## src/rtl/jzjpcc_ex_mem_buffer.sv

```systemverilog
// Execute-to-memory pipeline FIFO with a valid/ready handshake.
// Store lane alignment, byte mask and misalignment are resolved at push time.
module jzjpcc_ex_mem_buffer #(
  parameter int XLEN  = 32,
  parameter int DEPTH = 2
) (
  input  logic                  clock,
  input  logic                  reset,
  input  logic                  flush,
  input  logic                  in_valid,
  output logic                  in_ready,
  input  logic [XLEN-1:0]       in_aluResult,
  input  logic [XLEN-1:0]       in_storeData,
  input  logic [4:0]            in_rdAddr,
  input  logic [2:0]            in_funct3,
  input  logic                  in_memWrite,
  input  logic                  in_rdSource,
  input  logic                  in_rdWriteEnable,
  output logic                  out_valid,
  input  logic                  out_ready,
  output logic [XLEN-$clog2(XLEN/8)-1:0] out_memAddress,
  output logic [XLEN-1:0]       out_memDataToWrite,
  output logic [XLEN/8-1:0]     out_memByteMask,
  output logic                  out_memoryWriteEnable,
  output logic [XLEN-1:0]       out_aluResult,
  output logic [4:0]            out_rdAddr,
  output logic                  out_rdSource,
  output logic                  out_rdWriteEnable,
  output logic [2:0]            out_funct3,
  output logic                  out_misaligned,
  output logic [2:0]            occupancy
);

  localparam int LANES = XLEN / 8;
  localparam int LSB   = $clog2(LANES);

  typedef struct packed {
    logic [XLEN-1:0]  alu;
    logic [XLEN-1:0]  data;
    logic [LANES-1:0] mask;
    logic [4:0]       rd;
    logic [2:0]       f3;
    logic             mw;
    logic             rs;
    logic             rwe;
    logic             mis;
  } ent_t;

  ent_t       mem_q [4];
  ent_t       ent_d;
  ent_t       head;
  logic [1:0] wr_q, wr_d;
  logic [1:0] rd_q, rd_d;
  logic [2:0] cnt_q, cnt_d;
  logic       push, pop;
  logic [LSB-1:0] a;

  function automatic logic [1:0] inc(input logic [1:0] p);
    return (p == 2'(DEPTH - 1)) ? 2'd0 : p + 2'd1;
  endfunction

  assign out_valid = (cnt_q != 3'd0);
  assign in_ready  = (cnt_q != 3'(DEPTH)) || out_ready;
  assign push      = in_valid && in_ready;
  assign pop       = out_valid && out_ready;
  assign a         = in_aluResult[LSB-1:0];

  always_comb begin
    ent_d      = '0;
    ent_d.alu  = in_aluResult;
    ent_d.rd   = in_rdAddr;
    ent_d.f3   = in_funct3;
    ent_d.mw   = in_memWrite;
    ent_d.rs   = in_rdSource;
    ent_d.rwe  = in_rdWriteEnable;
    unique case (in_funct3[1:0])
      2'b00: begin
        ent_d.mask = LANES'(1) << a;
        ent_d.data = {LANES{in_storeData[7:0]}};
      end
      2'b01: begin
        ent_d.mask = LANES'(3) << a;
        ent_d.data = {(LANES/2){in_storeData[15:0]}};
        ent_d.mis  = a[0];
      end
      2'b10: begin
        // Wide datapath places a word on a 4-byte lane boundary.
        if (XLEN == 64)
          ent_d.mask = LANES'(8'h0F) << {a[LSB-1], 2'b00};
        else
          ent_d.mask = LANES'(4'hF) << a;
        ent_d.data = {(LANES/4){in_storeData[31:0]}};
        ent_d.mis  = (a[1:0] != 2'b00);
      end
      default: begin
        ent_d.mask = '1;
        ent_d.data = in_storeData;
        ent_d.mis  = (XLEN == 32) ? 1'b1 : (a != '0);
      end
    endcase
    if (!in_memWrite) begin
      ent_d.data = '0;
      ent_d.mis  = 1'b0;
    end
  end

  always_comb begin
    wr_d  = wr_q;
    rd_d  = rd_q;
    cnt_d = cnt_q;
    if (push) wr_d = inc(wr_q);
    if (pop)  rd_d = inc(rd_q);
    unique case ({push, pop})
      2'b10:   cnt_d = cnt_q + 3'd1;
      2'b01:   cnt_d = cnt_q - 3'd1;
      default: cnt_d = cnt_q;
    endcase
  end

  always_ff @(posedge clock) begin
    if (!reset) begin
      wr_q  <= '0;
      rd_q  <= '0;
      cnt_q <= '0;
      for (int i = 0; i < 4; i++) mem_q[i] <= '0;
    end else if (flush) begin
      wr_q  <= '0;
      rd_q  <= '0;
      cnt_q <= '0;
    end else begin
      wr_q  <= wr_d;
      rd_q  <= rd_d;
      cnt_q <= cnt_d;
      if (push) mem_q[wr_q] <= ent_d;
    end
  end

  assign head                  = mem_q[rd_q];
  assign occupancy             = cnt_q;
  assign out_memAddress        = head.alu[XLEN-1:LSB];
  assign out_memDataToWrite    = head.data;
  assign out_memByteMask       = head.mask;
  assign out_memoryWriteEnable = out_valid && head.mw && !head.mis;
  assign out_aluResult         = head.alu;
  assign out_rdAddr            = head.rd;
  assign out_rdSource          = head.rs;
  assign out_rdWriteEnable     = out_valid && head.rwe;
  assign out_funct3            = head.f3;
  assign out_misaligned        = head.mis;

endmodule
```

## config.mk

```make
export PLATFORM = sky130hd
export DESIGN_NAME = jzjpcc_ex_mem_buffer
export DESIGN_NICKNAME = d
export VERILOG_FILES = /design/src/rtl/jzjpcc_ex_mem_buffer.sv
export SDC_FILE = /design/constraint.sdc
export NUM_CORES = 1
export LEC_CHECK = 0
export ABC_AREA = 1
export ABC_CLOCK_PERIOD_IN_PS = 3900
export CAP_MARGIN = 10
export CORE_MARGIN = 4
export CORE_UTILIZATION = 44
export CTS_CLUSTER_SIZE = 24
export DETAILED_ROUTE_END_ITERATION = 12
export HOLD_SLACK_MARGIN = 0.15
export PLACE_DENSITY = 0.78
export SLEW_MARGIN = 20
export SYNTH_ARGS = -nofsm -noshare
export SYNTH_HDL_FRONTEND = slang
export SYNTH_SLANG_ARGS = --single-unit
```

## constraint.sdc

```tcl
create_clock -name clock -period 3.9 [get_ports clock]
set_input_delay 0.78 -clock clock [delete_from_list [all_inputs] [get_ports clock]]
set_output_delay 0.78 -clock clock [all_outputs]
set_load 0.01 [all_outputs]
```

### After elaboration in Yosys (flattened, before gate mapping)

Memory sizes are Yosys's and may differ from the RTL's. A register that Yosys moved wholly into a read port is not among the register bits.
Cells that the tools add are included.

| operators by class | value |
|---|---|
| $add $sub $neg | 4 |
| eq/ne operators | 7 |
| shift-type cells | 3 |
| mux-type cells | 17 |
| bitwise operators | 1 |
| reduce and logical (&&, ||, !) cells | 13 |

Operators by type and width:

| cell | count |
|---|---|
| 36-bit one-hot mux with 3 select lines | 1 |
| 80-bit 2-to-1 mux | 1 |
| 80-bit OR reduction | 1 |
| 32-bit 2-to-1 mux | 1 |
| 2-bit 2-to-1 mux | 5 |
| 2-bit by 1-bit equality test with 1-bit output (second input constant) | 4 |
| 1-bit 2-to-1 mux | 7 |
| 3-bit one-hot mux with 2 select lines | 1 |
| 1-bit logical AND | 5 |
| 2-bit by 1-bit adder with 2-bit output (second input constant) | 2 |
| 2-bit equality test (second input constant) | 2 |
| 2-bit nonzero test | 2 |
| 1-bit by 2-bit left shift with 4-bit output (first input constant) | 1 |
| 2-bit by 2-bit left shift with 4-bit output (first input constant) | 1 |
| 4-bit by 2-bit left shift with 4-bit output (first input constant) | 1 |
| 3-bit by 1-bit adder with 3-bit output (second input constant) | 1 |
| 3-bit by 2-bit != test with 1-bit output (second input constant) | 1 |
| 1-bit one-hot mux with 3 select lines | 1 |
| 3-bit nonzero test | 1 |
| 3-bit by 1-bit subtractor with 3-bit output (second input constant) | 1 |
| 2-bit zero test | 1 |
| 2-bit OR reduction | 1 |
| 1-bit zero test | 1 |
| 1-bit logical OR | 1 |
| 1-bit inverter | 1 |

| word-level totals | value |
|---|---|
| bits in registers | 7 |
| memory bits (writable) | 320 |
| input bits | 80 |
| output and inout bits | 115 |
| word-level logic and storage cells | 49 |
| memories kept | 1 |

Memories:

| memory | words | bits a word | read ports | clocked after memory_dff | write ports | RTL line | text |
|---|---|---|---|---|---|---|---|
| mem_q | 4 | 80 | 1 | 1 | 4 | 49 | `ent_t mem_q [4];` |

### Longest topological paths before layout

| depth | value |
|---|---|
| depth in word-level cells | 9 |
| depth in mapped cells | 12 |
| mapped depth without buffers | 12 |

### Worst setup path before layout

OpenSTA, ideal clock, no wires.

| timing | value |
|---|---|
| path kind | in2reg |
| start | in out_ready |
| end | mem mem_q[1][0] (netlist name) (enable) |
| setup time | 441 ps |
| arrival time | 3352 ps |
| required time | 3459 ps |
| slack | 108 ps |
| stages | 8 |
| path buffers | 2 |
| cell sequence | nor2_1 > nand2_1 > nand3_2 > buf_4 > nor2_4 > nand2_2 > buf_2 > nand2_1 |

RTL lines:

| element | RTL line | text |
|---|---|---|
| start: declaration | 20 | `input logic out_ready,` |
| end: declaration | 49 |  |

==> out/qor.yml <==
floorplanning:
  die_area_um2: 36200
  die_w_um: 190
  die_h_um: 190
  io_pins: 195
  rows: 66
  core_area_um2: 32600
  start_util_pct: 44.8
finish:
  final_common_cell: "nor2_1"
  synthToLayoutAreaGrowth_pct: 23.1
  diodes: 0
  final_nets: 1639
  final_util_pct: 55.1
  drive_gt1_share_pct: 5.71
  layout_common_cells: "460 x nor2_1, 320 x edfxtp_1, 194 x clkdlybuf4s50_1"
power:
  swShare_pct: 22.4
  seqPwrFrac_pct: 50.2
  power_density_nw_per_um2: 458
  max-vdd-ir-drop_v: 0.000272
  p_total_w: 0.00823
  internal_power_w: 0.00638
  combPwrFrac_pct: 9.9
  p_leak_nw: 7.04
  power_switching_w: 0.00185
  power_frac_clock_pct: 39.9
placement:
  portBuffers: 194
  gp_congestion: 0.829
  hpwlAfterDp_um: 22500
drt:
  wl_per_cell_um: 18.7
  routed_wl_um: 37800
  via_count: 10700
  drt-initial-drc-count: 1010
  drc: 0
  post_drt_via_cell_ratio: 5.31
  antenna_left: 0
  firstDrtPassIters: 5
setup_path:
  timing.rr.start: "occupancy[1]$_SDFFE_PP0P_"
  critPathKind: "flop to output port"
  endpoint: "out_rdWriteEnable"
  start_kind: "flop"
  crit_required_ns: 3.12
  worstPathArrival_ns: 2.89
  worst-r2r-cell-count: 9
  crit_fanout: 42
  end_kind: "output port"
  reg2reg_setup_slack_ns: 1.54
  reg2reg_to: "mem_q[0][50]$_SDFFCE_PN0P_"
timing:
  setup_tns_ns: 0
  finClkSkew_ns: 0.0133
  hold_viol: 0
  worst_pin_slew_ns: 0.959
  clock.fmax_ghz: 0.272
  rsz0062_at_grt: "no"
  fin_crit_ns: 3.67
  setup_viol: 0
  period_share_pct: 94.2
  slew-limit-headroom_pct: 36.1
  slew_viol_final: 0
clock_network:
  cts.repair.resized: 0
  cts_sinks: 329
  hold_buffers: 0
  cts-root-buf: "clkbuf_16"
  cts_made_buffers: 35
  clkLatencyLatePin_ns: 0.51
  h-tree-depth: 2
  cts_buffer_depth: 3
  cts_setup_buffers: 0
  cts_tree: "built"
  clk_pin_slew_worst_paths_ns: 0.06
flow_run:
  drv_cap: 0
synthesis:
  synth_top_cell_by_area: "edfxtp_1"
  synth.distinct_cells: 24
  synth_top_cell_area_share_pct: 65.8
  netlist_area_um2: 14600
  yosys-top-cells-area: "edfxtp_1 66%, nor2_1 12%, o21ai_0 5.7%, o22ai_1 3.3%, nand2_1 3.0%"
  ys_ff_latch: 329
  yosys_warnings: 0
  avgSynthCellArea_um2: 10.3
  yosysSeqAreaShare_pct: 67.1
  syn_nets: 1502
  postSynthCellCount: 1415
run_status:
  outcome: "finished clean"
global_route:
  grt_pass1_vias: 10700
  grt_pass1_wl_um: 58700
  antenna_found_initial: 0
  grt_max_degree: 161
  grtUsageTotal_pct: 20.6
  grt_overflow: 0
min_path:
  hold_path_class: "flop to flop"
power groups by stage:
stage	clock network, W	logic [W]	registers (W)
floorplan	0	0.000396	0.00420
global placement	0	0.000809	0.00419
detailed placement	0	0.000821	0.00420
CTS	0.00334	0.000825	0.00413
global route	0.00349	0.000885	0.00414
finish	0.00328	0.000818	0.00413
through the flow:
stage	hold slack [ns]	worst slack, ns	cell area, um2	instances
after floorplan	0.402	0.108	14600	1415
after global placement	0.403	0.603	16800	1957
after detailed placement	0.419	0.534	16800	1957
after CTS	0.428	0.185	18000	2019
after global routing	0.469	0.0636	18000	2019
final	0.428	0.227	18000	2019
Yosys cell counts, drive strengths merged:
| library cell | count |
|---|---|
| clkinv | 1 |
| inv | 100 |
| fa | 1 |
| nand2 | 119 |
| dfxtp | 9 |
| nor2 | 465 |
| a21oi | 11 |
| nand3 | 11 |
| buf | 67 |
| edfxtp | 320 |
| o31ai | 8 |
| o22ai | 77 |
| ha | 6 |
| o211ai | 1 |
| clkbuf | 52 |
| a21boi | 1 |
| a22oi | 1 |
| o21ai | 165 |
routing by layer:
layer	part of all wire, %	vias up	wire length (um)	track usage (%)
met1	40	5146	15200	27.1
li1	-	5039	-	-
met2	49	482	18600	35.2
met4	2.2	0	834	5.86
met3	8.4	60	3190	3.80
met5	0	-	0	0
cell type report:
class                           count  area [um2]
Clock inverter                     18         200
Timing Repair Buffer              219        2240
Sequential cell                   329        9790
Multi-Input combinational cell    866        3860
Clock buffer                       44         931
Inverter                          101         385
Fill cell                        2721       14600
Tap cell                          442         553
critical path: stages (launching register included):
cell and delay [ns]:
dfxtp_2 0.33, clkinv_2 0.55, buf_4 0.50, nor2_1 0.13, o21ai_0 0.08, a21boi_0 0.21
clkdlybuf4s50_1 0.58
worst min-delay path by stage:
| stage | to | depth (start not counted) | slack (ns) | start |
|---|---|---|---|---|
| after global routing | flop | 2 | 0.47 | rd_q[1]$_SDFFE_PP0P_ |
| after CTS | flop | 2 | 0.43 | rd_q[1]$_SDFFE_PP0P_ |
| after detailed placement | flop | 2 | 0.42 | rd_q[1]$_SDFFE_PP0P_ |
| final | flop | 2 | 0.43 | rd_q[1]$_SDFFE_PP0P_ |
| after floorplan | flop | 2 | 0.40 | rd_q[1]$_SDFFE_PP0P_ |
| after global placement | flop | 2 | 0.40 | rd_q[1]$_SDFFE_PP0P_ |
kinds of logic (layout without fill, tap and decap cells):
kind of cell	count (synthesis)	after routing	share of synthesized area [%]
fa+ha+maj	7	7	0.651
buf+inv	220	382	6.76
flops	329	329	67.1
compound gates	264	264	9.90
simple gates	595	595	15.6
sequential cells by signal (all words and copies together) (netlist names), named ones only:
register,count
rd_q,2
mem_q,320
occupancy,3
wr_q,2
(Power assumes the default switching activity.)
